--- src/rtl/sram_dump_reader_if.sv ---
// Dump-reader bus bundle: start command, SRAM read port and the word stream.
// The master modport is the reader itself; slave is the SRAM/consumer side.
interface sram_dump_reader_if #(
   parameter int unsigned word_size = 16,
   parameter int unsigned addr_size = 8
);
   logic                 start;
   logic [addr_size-1:0] start_addr;
   logic [addr_size-1:0] end_addr;
   logic                 mem_rd;
   logic [addr_size-1:0] mem_addr;
   logic [word_size-1:0] mem_data;
   logic                 out_valid;
   logic                 out_ready;
   logic [word_size-1:0] out_data;
   logic [addr_size-1:0] out_addr;
   logic                 busy;
   logic                 done;

   modport master (
      input  start, start_addr, end_addr, mem_data, out_ready,
      output mem_rd, mem_addr, out_valid, out_data, out_addr, busy, done
   );

   modport slave (
      output start, start_addr, end_addr, mem_data, out_ready,
      input  mem_rd, mem_addr, out_valid, out_data, out_addr, busy, done
   );
endinterface

--- src/rtl/sram_dump_reader.sv ---
// Walks an inclusive SRAM address range (wrapping) after a start pulse and
// streams each word with its address over valid/ready; done pulses at the end.
module sram_dump_reader #(
   parameter int unsigned word_size = 16,
   parameter int unsigned addr_size = 8
) (
   input  logic                clk,
   input  logic                rst,
   sram_dump_reader_if.master  bus
);
   typedef enum logic [2:0] {
      S_IDLE,
      S_REQ,
      S_WAIT,
      S_OUT,
      S_FIN
   } state_t;

   state_t               state_q, state_d;
   logic [addr_size-1:0] cur_q, cur_d;
   logic [addr_size-1:0] last_q, last_d;
   logic                 mem_rd_q, mem_rd_d;
   logic [addr_size-1:0] mem_addr_q, mem_addr_d;
   logic                 out_valid_q, out_valid_d;
   logic [word_size-1:0] out_data_q, out_data_d;
   logic [addr_size-1:0] out_addr_q, out_addr_d;
   logic                 busy_q, busy_d;
   logic                 done_q, done_d;
   logic [addr_size-1:0] cur_inc_c;

   assign cur_inc_c = cur_q + addr_size'(1);

   // Outputs are computed one cycle ahead so every port comes straight from a flop.
   always_comb begin
      state_d     = state_q;
      cur_d       = cur_q;
      last_d      = last_q;
      mem_rd_d    = 1'b0;
      mem_addr_d  = mem_addr_q;
      out_valid_d = out_valid_q;
      out_data_d  = out_data_q;
      out_addr_d  = out_addr_q;
      busy_d      = busy_q;
      done_d      = 1'b0;

      unique case (state_q)
         S_IDLE: begin
            if (bus.start) begin
               cur_d      = bus.start_addr;
               last_d     = bus.end_addr;
               busy_d     = 1'b1;
               mem_rd_d   = 1'b1;
               mem_addr_d = bus.start_addr;
               state_d    = S_REQ;
            end
         end
         S_REQ: begin
            state_d = S_WAIT;
         end
         S_WAIT: begin
            out_data_d  = bus.mem_data;
            out_addr_d  = cur_q;
            out_valid_d = 1'b1;
            state_d     = S_OUT;
         end
         S_OUT: begin
            if (bus.out_ready) begin
               out_valid_d = 1'b0;
               if (cur_q == last_q) begin
                  busy_d  = 1'b0;
                  done_d  = 1'b1;
                  state_d = S_FIN;
               end else begin
                  cur_d      = cur_inc_c;
                  mem_rd_d   = 1'b1;
                  mem_addr_d = cur_inc_c;
                  state_d    = S_REQ;
               end
            end
         end
         S_FIN: begin
            state_d = S_IDLE;
         end
         default: begin
            state_d = S_IDLE;
         end
      endcase
   end

   always_ff @(posedge clk) begin
      if (rst) begin
         state_q     <= S_IDLE;
         cur_q       <= '0;
         last_q      <= '0;
         mem_rd_q    <= 1'b0;
         mem_addr_q  <= '0;
         out_valid_q <= 1'b0;
         out_data_q  <= '0;
         out_addr_q  <= '0;
         busy_q      <= 1'b0;
         done_q      <= 1'b0;
      end else begin
         state_q     <= state_d;
         cur_q       <= cur_d;
         last_q      <= last_d;
         mem_rd_q    <= mem_rd_d;
         mem_addr_q  <= mem_addr_d;
         out_valid_q <= out_valid_d;
         out_data_q  <= out_data_d;
         out_addr_q  <= out_addr_d;
         busy_q      <= busy_d;
         done_q      <= done_d;
      end
   end

   assign bus.mem_rd    = mem_rd_q;
   assign bus.mem_addr  = mem_addr_q;
   assign bus.out_valid = out_valid_q;
   assign bus.out_data  = out_data_q;
   assign bus.out_addr  = out_addr_q;
   assign bus.busy      = busy_q;
   assign bus.done      = done_q;
endmodule

--- src/flat_wrapper.sv ---
// flat-port wrapper written by rule: the top's interface ports become plain ports
module sram_dump_reader_flat 
#(
   parameter int unsigned word_size = 16,
   parameter int unsigned addr_size = 8
)
  (clk, rst, bus_start, bus_start_addr, bus_end_addr, bus_mem_data, bus_out_ready, bus_mem_rd, bus_mem_addr, bus_out_valid, bus_out_data, bus_out_addr, bus_busy, bus_done);
  sram_dump_reader_if #(.word_size(word_size), .addr_size(addr_size)) bus_i ();
  input  logic clk;
  input  logic rst;
  input wire logic [$bits(bus_i.start)-1:0] bus_start;
  input wire logic [$bits(bus_i.start_addr)-1:0] bus_start_addr;
  input wire logic [$bits(bus_i.end_addr)-1:0] bus_end_addr;
  input wire logic [$bits(bus_i.mem_data)-1:0] bus_mem_data;
  input wire logic [$bits(bus_i.out_ready)-1:0] bus_out_ready;
  output wire logic [$bits(bus_i.mem_rd)-1:0] bus_mem_rd;
  output wire logic [$bits(bus_i.mem_addr)-1:0] bus_mem_addr;
  output wire logic [$bits(bus_i.out_valid)-1:0] bus_out_valid;
  output wire logic [$bits(bus_i.out_data)-1:0] bus_out_data;
  output wire logic [$bits(bus_i.out_addr)-1:0] bus_out_addr;
  output wire logic [$bits(bus_i.busy)-1:0] bus_busy;
  output wire logic [$bits(bus_i.done)-1:0] bus_done;
  assign bus_i.start = bus_start;
  assign bus_i.start_addr = bus_start_addr;
  assign bus_i.end_addr = bus_end_addr;
  assign bus_i.mem_data = bus_mem_data;
  assign bus_i.out_ready = bus_out_ready;
  assign bus_mem_rd = bus_i.mem_rd;
  assign bus_mem_addr = bus_i.mem_addr;
  assign bus_out_valid = bus_i.out_valid;
  assign bus_out_data = bus_i.out_data;
  assign bus_out_addr = bus_i.out_addr;
  assign bus_busy = bus_i.busy;
  assign bus_done = bus_i.done;
  sram_dump_reader #(.word_size(word_size), .addr_size(addr_size)) u_core (.clk(clk), .rst(rst), .bus(bus_i));
endmodule
--- config.mk ---
export PLATFORM = sky130hd
export DESIGN_NAME = sram_dump_reader_flat
export DESIGN_NICKNAME = d
export VERILOG_FILES = /design/src/rtl/sram_dump_reader_if.sv /design/src/rtl/sram_dump_reader.sv /design/src/flat_wrapper.sv
export SDC_FILE = /design/constraint.sdc
export NUM_CORES = 1
export LEC_CHECK = 0
export CORE_ASPECT_RATIO = 0.6
export CORE_MARGIN = 1
export CORE_UTILIZATION = 35
export CTS_CLUSTER_DIAMETER = 200
export DETAILED_ROUTE_END_ITERATION = 12
export PLACE_DENSITY_LB_ADDON = 0.3
export SYNTH_ARGS = -nofsm -noshare
export SYNTH_HDL_FRONTEND = slang
export SYNTH_SLANG_ARGS = --single-unit
export TNS_END_PERCENT = 50
--- constraint.sdc ---
create_clock -name clk -period 2.3 [get_ports clk]
set_input_delay 0.69 -clock clk [delete_from_list [all_inputs] [get_ports clk]]
set_output_delay 0.69 -clock clk [all_outputs]
set_load 0.005 [all_outputs]
# Yosys cells after proc, flatten, opt, wreduce, memory -nomap -nowiden

Index checks and enable logic that the tools add are counted.

Latch bits: 0
Memories: 0
RAM bits: 0
Input bits: 36
ROM bits: 0
Word-level logic and storage cells: 48
Bits in registers: 47
Output and inout bits: 36

Reduce and logical (&&, ||, !) cells: 9
Add/subtract/negate cells: 1
Multiplexer cells: 19
Div/mod/pow operators: 0
$mul: 0
Magnitude comparators: 0
Equal/unequal tests: 8
Bitwise logic cells: 2
Shift-type cells: 0

Operators with widths:

| operator            | count |
|---|---|
| $mux 8              | 3 |
| $pmux 8 s2          | 1 |
| $pmux 3 s4          | 1 |
| $mux 3              | 3 |
| $add 8x1->8 const B | 1 |
| $eq 8x8->1          | 1 |
| $mux 1              | 8 |
| $reduce_and 4->1    | 2 |
| $eq 3x2->1 const B  | 2 |
| $ne 2x2->1 const B  | 3 |
| $pmux 1 s2          | 3 |
| $reduce_and 2->1    | 3 |
| $reduce_bool 2->1   | 2 |
| $eq 3x1->1 const B  | 1 |
| $logic_not 3->1     | 1 |
| $reduce_or 3->1     | 1 |
| $ne 2x1->1 const B  | 1 |
| $not 1->1           | 2 |

# Logic depth before layout (Yosys ltp)

Gate-level depths: netlist of run 1.

Depth in word-level cells: 4
Mapped depth: 7
Gate-level depth less buffers: 5

# Worst setup path before layout of run 1

No wires, ideal clock.

Path type: input -> register
From: in bus_start
To: reg u_core.cur_q[6]
Path slack: 0.210 ns
Path buffers: 0
Library setup time: 0.118 ns
Arrival: 1.973 ns
Cell stages on the path: 5
Required time: 2.182 ns
Cells stage by stage: or3b_4 > a21oi_4 > o211ai_4 > or4_1 > o2111a_1

Word-level cells in the longest chain between the ends: 2

RTL lines:

| element                    | line                    | text |
|---|---|---|
| from (decl)                | flat_wrapper.sv:11      | `input wire logic [$bits(bus_i.start)-1:0] bus_start;` |
| $ne 2x2->1 (no line)       | -                       |  |
| $reduce_and 4->1 (no line) | -                       |  |
| to (signal assigned)       | sram_dump_reader.sv:104 | `cur_q <= cur_d;` |
| to (decl)                  | sram_dump_reader.sv:20  | `logic [addr_size-1:0] cur_q, cur_d;` |

Every way passes these cells.
A chain may end at the register's enable or synchronous reset.

# Final worst setup path of run 1

From: in bus_out_ready
To: reg u_core.cur_q[6]

Word-level cells in the longest chain between the ends: 2

RTL lines:

| element                    | line               | text |
|---|---|---|
| from (decl)                | flat_wrapper.sv:15 | `input wire logic [$bits(bus_i.out_ready)-1:0] bus_out_ready;` |
| $ne 2x2->1 (no line)       | -                  |  |
| $reduce_and 4->1 (no line) | -                  |  |

Every way passes these cells.

==> results of run 1 <==
## metal layers
layer  vias to the layer above  part of all wire (%)  track usage, %
li1                        980                     -               -
met1                       893                    50           28.12
met2                        94                    38           26.56
met3                         7                    10           6.784
met4                         0                  0.64           5.117
met5                         -                     0               0
## power groups by stage
stage          clock network, mW  logic (mW)  registers [mW]
2_1_floorplan                  0       0.225           0.940
3_3_place_gp                   0       0.441           0.955
3_5_place_dp                   0       0.449           0.957
4_1_cts                    0.735       0.451           0.938
5_1_grt                    0.778       0.494           0.948
6_report                   0.717       0.455           0.939
## worst min-delay path, cell delays in order (launching register included)
cell and delay [ns]:
dfxtp_1 0.31, nand2_1 0.05, a21oi_1 0.05
## per-stage QoR
| step | setup TNS (ns) | util (%) | cell area (um2) | std cells | setup slack, ns |
|---|---|---|---|---|---|
| detailed placement | -2.804 | 53.78 | 2813 | 380 | -0.3019 |
| floorplan | 0 | - | 1959 | 243 | 0.2100 |
| finish | 0 | 56.58 | 2959 | 389 | 0.1386 |
| global route | 0 | 56.58 | 2959 | 389 | 0.09024 |
| CTS | 0 | 56.39 | 2949 | 388 | 0.01887 |
| global placement | -2.620 | 53.78 | 2813 | 380 | -0.2679 |
## area by class of cell
type                            instances  share of cell area (%)
Timing Repair Buffer                   88                   28.41
Inverter                                3                  0.3805
Clock buffer                            5                   2.326
Sequential cell                        47                   31.80
Clock inverter                          3                   2.283
Multi-Input combinational cell        177                   32.01
Tap cell                               66                   2.791
## cells in the final DEF (no fill, tap or decap), types with 3 or more instances in the layout
cell             Yosys  final
buf_4                0     17
o21ai_0              7      7
clkdlybuf4s50_1      0     70
clkbuf_8             0      5
and3_1               3      3
a21oi_1             35     35
dfxtp_1             47     47
nand2_1             72     72
nand3_1              7      7
nor3_1               4      4
nor2_1               8      8
inv_1                3      3
xnor2_1              8      8
## state kept, by name, indices dropped and copies added, names as in the netlist
name,flops
u_core.last_q,8
u_core.state_q,3
u_core.bus.out_data,16
u_core.bus.out_addr,8
u_core.bus.mem_rd,1
u_core.bus.done,1
u_core.bus.busy,1
u_core.bus.out_valid,1
u_core.cur_q,8
## worst max-delay path by stage
stage	startpoint	end	slack [ns]	cells past startpoint
CTS	bus_start	u_core.cur_q[6]	0.02	6
finish	bus_out_ready	u_core.cur_q[6]	0.14	6
floorplan	bus_start	u_core.cur_q[6]	0.21	5
global placement	bus_start	u_core.cur_q[6]	-0.27	6
global route	bus_out_ready	u_core.cur_q[6]	0.09	6
detailed placement	bus_start	u_core.cur_q[6]	-0.30	6
## cells by family after synthesis
kind of cell / count (synthesis)
compound gates: 59
xor+xnor: 8
fa+ha+maj: 1
buf+inv: 19
flops: 47
mux: 1
simple gates: 108
## what timing repair did
action / in CTS / in global routing
resized for setup: 0 / 1
setup endpoints to repair: 0 / 2
setup buffers: 0 / 1
==> metrics, run 1 <==
outcome finished clean; maximum VDD drop 351.9 uV; Tot GR Track Use 19.29%; crit start category input pin; Leak 1.064 nW; Compound-Gate Fraction of Synth Area 19.16%; switching power total 0.5562 mW; Avg Vias per Cell 5.075; synthesized area 1959 um2; Synth Area in XOR/XNOR 3.576%; Synth top area share 48.02%; CP Buf/Inv Count 1; Worst-Margin Slew 0.4168 ns; Reg2Reg Launch Point u_core.state_q[0]; async set-reset flop share out of synthesis 0%; Setup CP Type in2reg; initial antenna violation count 0; Worst R2R End u_core.cur_q[6]; adder-cell area share of the yosys netlist less than 1%; die height 59.96 um; Multi-input gate area 947.2 um2; clk buf depth 2; Hold Crit Start u_core.bus.out_addr[2]; CP delay by family, top simple AND/OR/NAND/NOR gates; Hold Vio Cnt, Final 0; # hold bufs at CTS 0; # IOs 72; CP max stage delay 0.52 ns; Seq/Total Area, Yosys 48.02%; Syn Nets 280; Hold Crit Endpoint u_core.bus.out_addr[2]; number of synthesized register bits 47; proportion of layout cells with a drive suffix above 1 between 10% and 20%; CTS tree yes; Hold WS 0.4567 ns; internal power 1.555 mW; first-pass GRT wire length approximately 8600 um; Slew headroom 72.17%; Post-Synthesis Cells 243; vias in the first global route about 1.7k; HP Class reg2reg; number of remaining DRC errors 0; largest net degree at the start of global routing 26; clk sinks 47; Port Buf Inserts 71; WP data arrival 2.36 ns; largest family of logic cells by synthesized area simple AND/OR/NAND/NOR gates; leading area contributor after synthesis dfxtp_1; multiplexer share of the synthesized area 0.5109%; worst hold stages 2; First-pass DRT Iterations 4; Avg Synthesized Cell Area 8.063 um2; chip width 98.60 um; combinational share of power a little over a fifth; CTS Buf Count 5; core area 5230 um2; final worst-path cycle share 93.98%; DR WL/cell between 10 and 15 um; Worst-Skew Late Latency ~0.3 ns; Die ar. 5911 um2; FP Rows 20; sequential share of power 44.5%; fin crit period 2.161 ns; antenna viol nets, final 0; yosys warns 0; worst reg-to-reg path cell count 5; ANT cells 0; PD cells 713.5 nW/um2; Final Max Tran Viols 0; DR vias 1974; initial core utilization 37.46%; drt total wl 5447 um; CP cell instances clkdlybuf4s50_1, nand3_1, a21oi_4, o211ai_4, or4_1, o2111a_1; CP max-delay cell or4_1; Post-synth EDFFs 0; most numerous cell in the Yosys netlist nand2_1; top post-synthesis cells by area dfxtp_1 (48%), nand2_1 (14%), a21oi_1 (8.9%), xnor2_1 (3.6%), clkbuf_1 (2.7%); synthesis-to-finish area growth 51.02%; CP required 2.50 ns; library cells used by synthesis 39; Reg area 940.9 um2; root buffer cell clkbuf_8; DR iter-0 viols between 100 and 150; filler cell count 516; Max Clock Skew 0.005743 ns; maximum clock frequency roughly 0.46 GHz; CP endpoint kind flop; grt ovf 0; clk slew on worst S/H paths 0.09 ns; RSZ-0062 raised after global routing no; switch share 26.35%; top cells by count, synth nand2_1 (72), dfxtp_1 (47), a21oi_1 (35), clkbuf_1 (14); total power 2.111 mW; Placer Congestion between 0.8 and 0.9; Clock power frac 33.9%; # Max-Cap Violations 0; ys flop type dfxtp_1; final-report setup violation count 0; CP Max Fanout 3; Net count, final 359; CTS H-Tree Depth 2; R2R setup slack 0.30 ns; hpwl dp roughly 4000 um; simple-gate area share of the yosys netlist 24.33%
Note: power is estimated with default switching activity, not from simulation.
==> run 2: changes to the inputs <==
- CORE_MARGIN: 1 -> 4
- SLEW_MARGIN: unset -> 10
==> metrics, run 2 (same netlist as run 1, synthesis figures left out) <==
commonest non-fill, non-tap cell in the layout nand2_1; Placer Congestion 0.9238 (+6.9%); Setup CP Type reg2out; first-pass GRT wire length 9687 um (+13%); clk slew on worst S/H paths 0.08 ns (about the same); Reg area 940.9 um2 (unchanged); Net count, final 365 (+1.7%); hpwl dp 4258 um (+6.0%); Hold Vio Cnt, Final 0 (unchanged); core area 5230 um2 (unchanged); maximum clock frequency 0.4702 GHz (+1.6%); post-route cell area 2998 um2 (+1.3%); # hold bufs at CTS 0 (unchanged); root buffer cell clkbuf_8; RSZ-0062 raised after global routing no; Tot GR Track Use 17.77% (-1.5 points); Final Max Tran Viols 0 (unchanged); chip width 104.6 um (+6.1%); CP max-delay cell clkdlybuf4s50_1; final setup TNS 0 ns (unchanged); CP endpoint kind primary output; Worst-Skew Late Latency 0.30 ns (about the same); FP Rows 20 (unchanged); initial antenna violation count 0 (unchanged); Die ar. 6899 um2 (+17%); Multi-input gate area 950.9 um2 (+0.40%); # Max-Cap Violations 0 (unchanged); Leak 1.093 nW (+2.8%); vias in the first global route 1916 (+13%); leading cell types in the layout, fill and taps excluded nand2_1 (72), clkdlybuf4s50_1 (70), dfxtp_1 (47); CTS tree yes; max FFs per register 16 (unchanged); CP required 1.61 ns (-0.89 ns); PD cells 681.4 nW/um2 (-4.5%); DR WL/cell 14.86 um (+6.1%); CP Buf/Inv Count 2 (+1); WP data arrival 1.44 ns (-0.92 ns); Place WS -0.3766 ns (-0.07470 ns); CP delay by family, top buffers and inverters; outcome finished clean; largest net degree at the start of global routing 32 (+23%); DR vias 2009 (+1.8%); Worst-Margin Slew 0.5363 ns (+0.1195 ns); crit start category flop; clk buf depth 2 (unchanged); CTS H-Tree Depth 2 (unchanged); proportion of layout cells with a drive suffix above 1 12.77% (+1.9 points); CP max stage delay 0.49 ns (-0.03 ns); final-report setup violation count 0 (unchanged); ANT cells 0 (unchanged); CP Max Fanout 6 (+3); HP Class reg2reg; final worst-path cycle share 92.46% (-1.5 points); # IOs 72 (unchanged); antenna viol nets, final 0 (unchanged); fin worst setup slack 0.1733 ns (+0.03475 ns); maximum VDD drop 273.7 uV (-22%); filler cell count 485 (-6.0%); synthesis-to-finish area growth 53.00%; CTS Buf Count 5 (unchanged); Avg Vias per Cell 5.086 (+0.23%); First-pass DRT Iterations 4 (unchanged); CP cell instances buf_4, clkdlybuf4s50_1; clk sinks 47 (unchanged); grt ovf 0 (unchanged); dpl cell area 2870 um2 (+2.0%); DR iter-0 viols 94 (-33%); initial core utilization 37.46% (unchanged); Slew headroom 63.97% (-8.2 points); Port Buf Inserts 71 (unchanged); die height 65.96 um (+10%); number of remaining DRC errors 0 (unchanged); fin crit period 2.127 ns (-0.03475 ns); Max Clock Skew 0.004942 ns (-0.0008010 ns); post-layout util 57.32% (+0.74 points); drt total wl 5871 um (+7.8%)
[run 2: per-layer routing]
metal / share of wire, % / global-route usage (%) / routed length, um
met4: 1.1 / 4.746 / 63
met5: 0 / 0 / 0
met2: 42 / 26.93 / 2480
met3: 12 / 7.122 / 678
met1: 45 / 23.51 / 2648
[run 2: area by class of cell]
cell class                      instances  share of cell area [%]
Tap cell                               66                   2.755
Multi-Input combinational cell        177                   31.72
Clock buffer                            6                   2.755
Timing Repair Buffer                   94                   29.84
Clock inverter                          2                   1.169
Inverter                                3                  0.3756
Sequential cell                        47                   31.39
[run 2: path summary, 6_finish.rpt]
check / start / to / slack (ns) / depth (start not counted)
worst max-delay path: u_core.cur_q[3] / bus_mem_addr[3] / 0.17 / 2
worst min-delay path: u_core.bus.out_data[2] / u_core.bus.out_data[2] / 0.45 / 2
worst max register to register: u_core.cur_q[4] / u_core.cur_q[7] / 0.31 / 6
worst min register to register: u_core.bus.out_data[2] / u_core.bus.out_data[2] / 0.45 / 2
[run 2: stage by stage]
stage	std cells	total power [mW]	hold WS, ns
final	395	2.043	0.4549
after CTS	395	2.063	0.4583
after floorplan	243	1.165	0.4488
after global routing	395	2.151	0.4750
after global placement	386	1.414	0.4416
after detailed placement	386	1.423	0.4455
[run 2: report_power, final]
group / total, mW / internal, mW / leakage [nW] / switching, mW
registers: 0.930 / 0.873 / 0.384 / 0.0566
clock network: 0.630 / 0.352 / 0.0612 / 0.278
logic: 0.483 / 0.261 / 0.648 / 0.222
total: 2.04 / 1.49 / 1.09 / 0.556
[run 2: worst register-to-register path, cell delays in order (launching register included)]
cell,delay (ns)
dfxtp_1,0.47
xnor2_1,0.16
nand4_1,0.24
nor3_1,0.53
nor3_1,0.12
buf_4,0.17
a32o_1,0.21
[run 2: what timing repair did]
action	4_1_cts	5_1_grt
hold endpoints to repair	0	0
endpoints found under the setup margin	1	0
buffers inserted	1	0
resized for setup	2	0
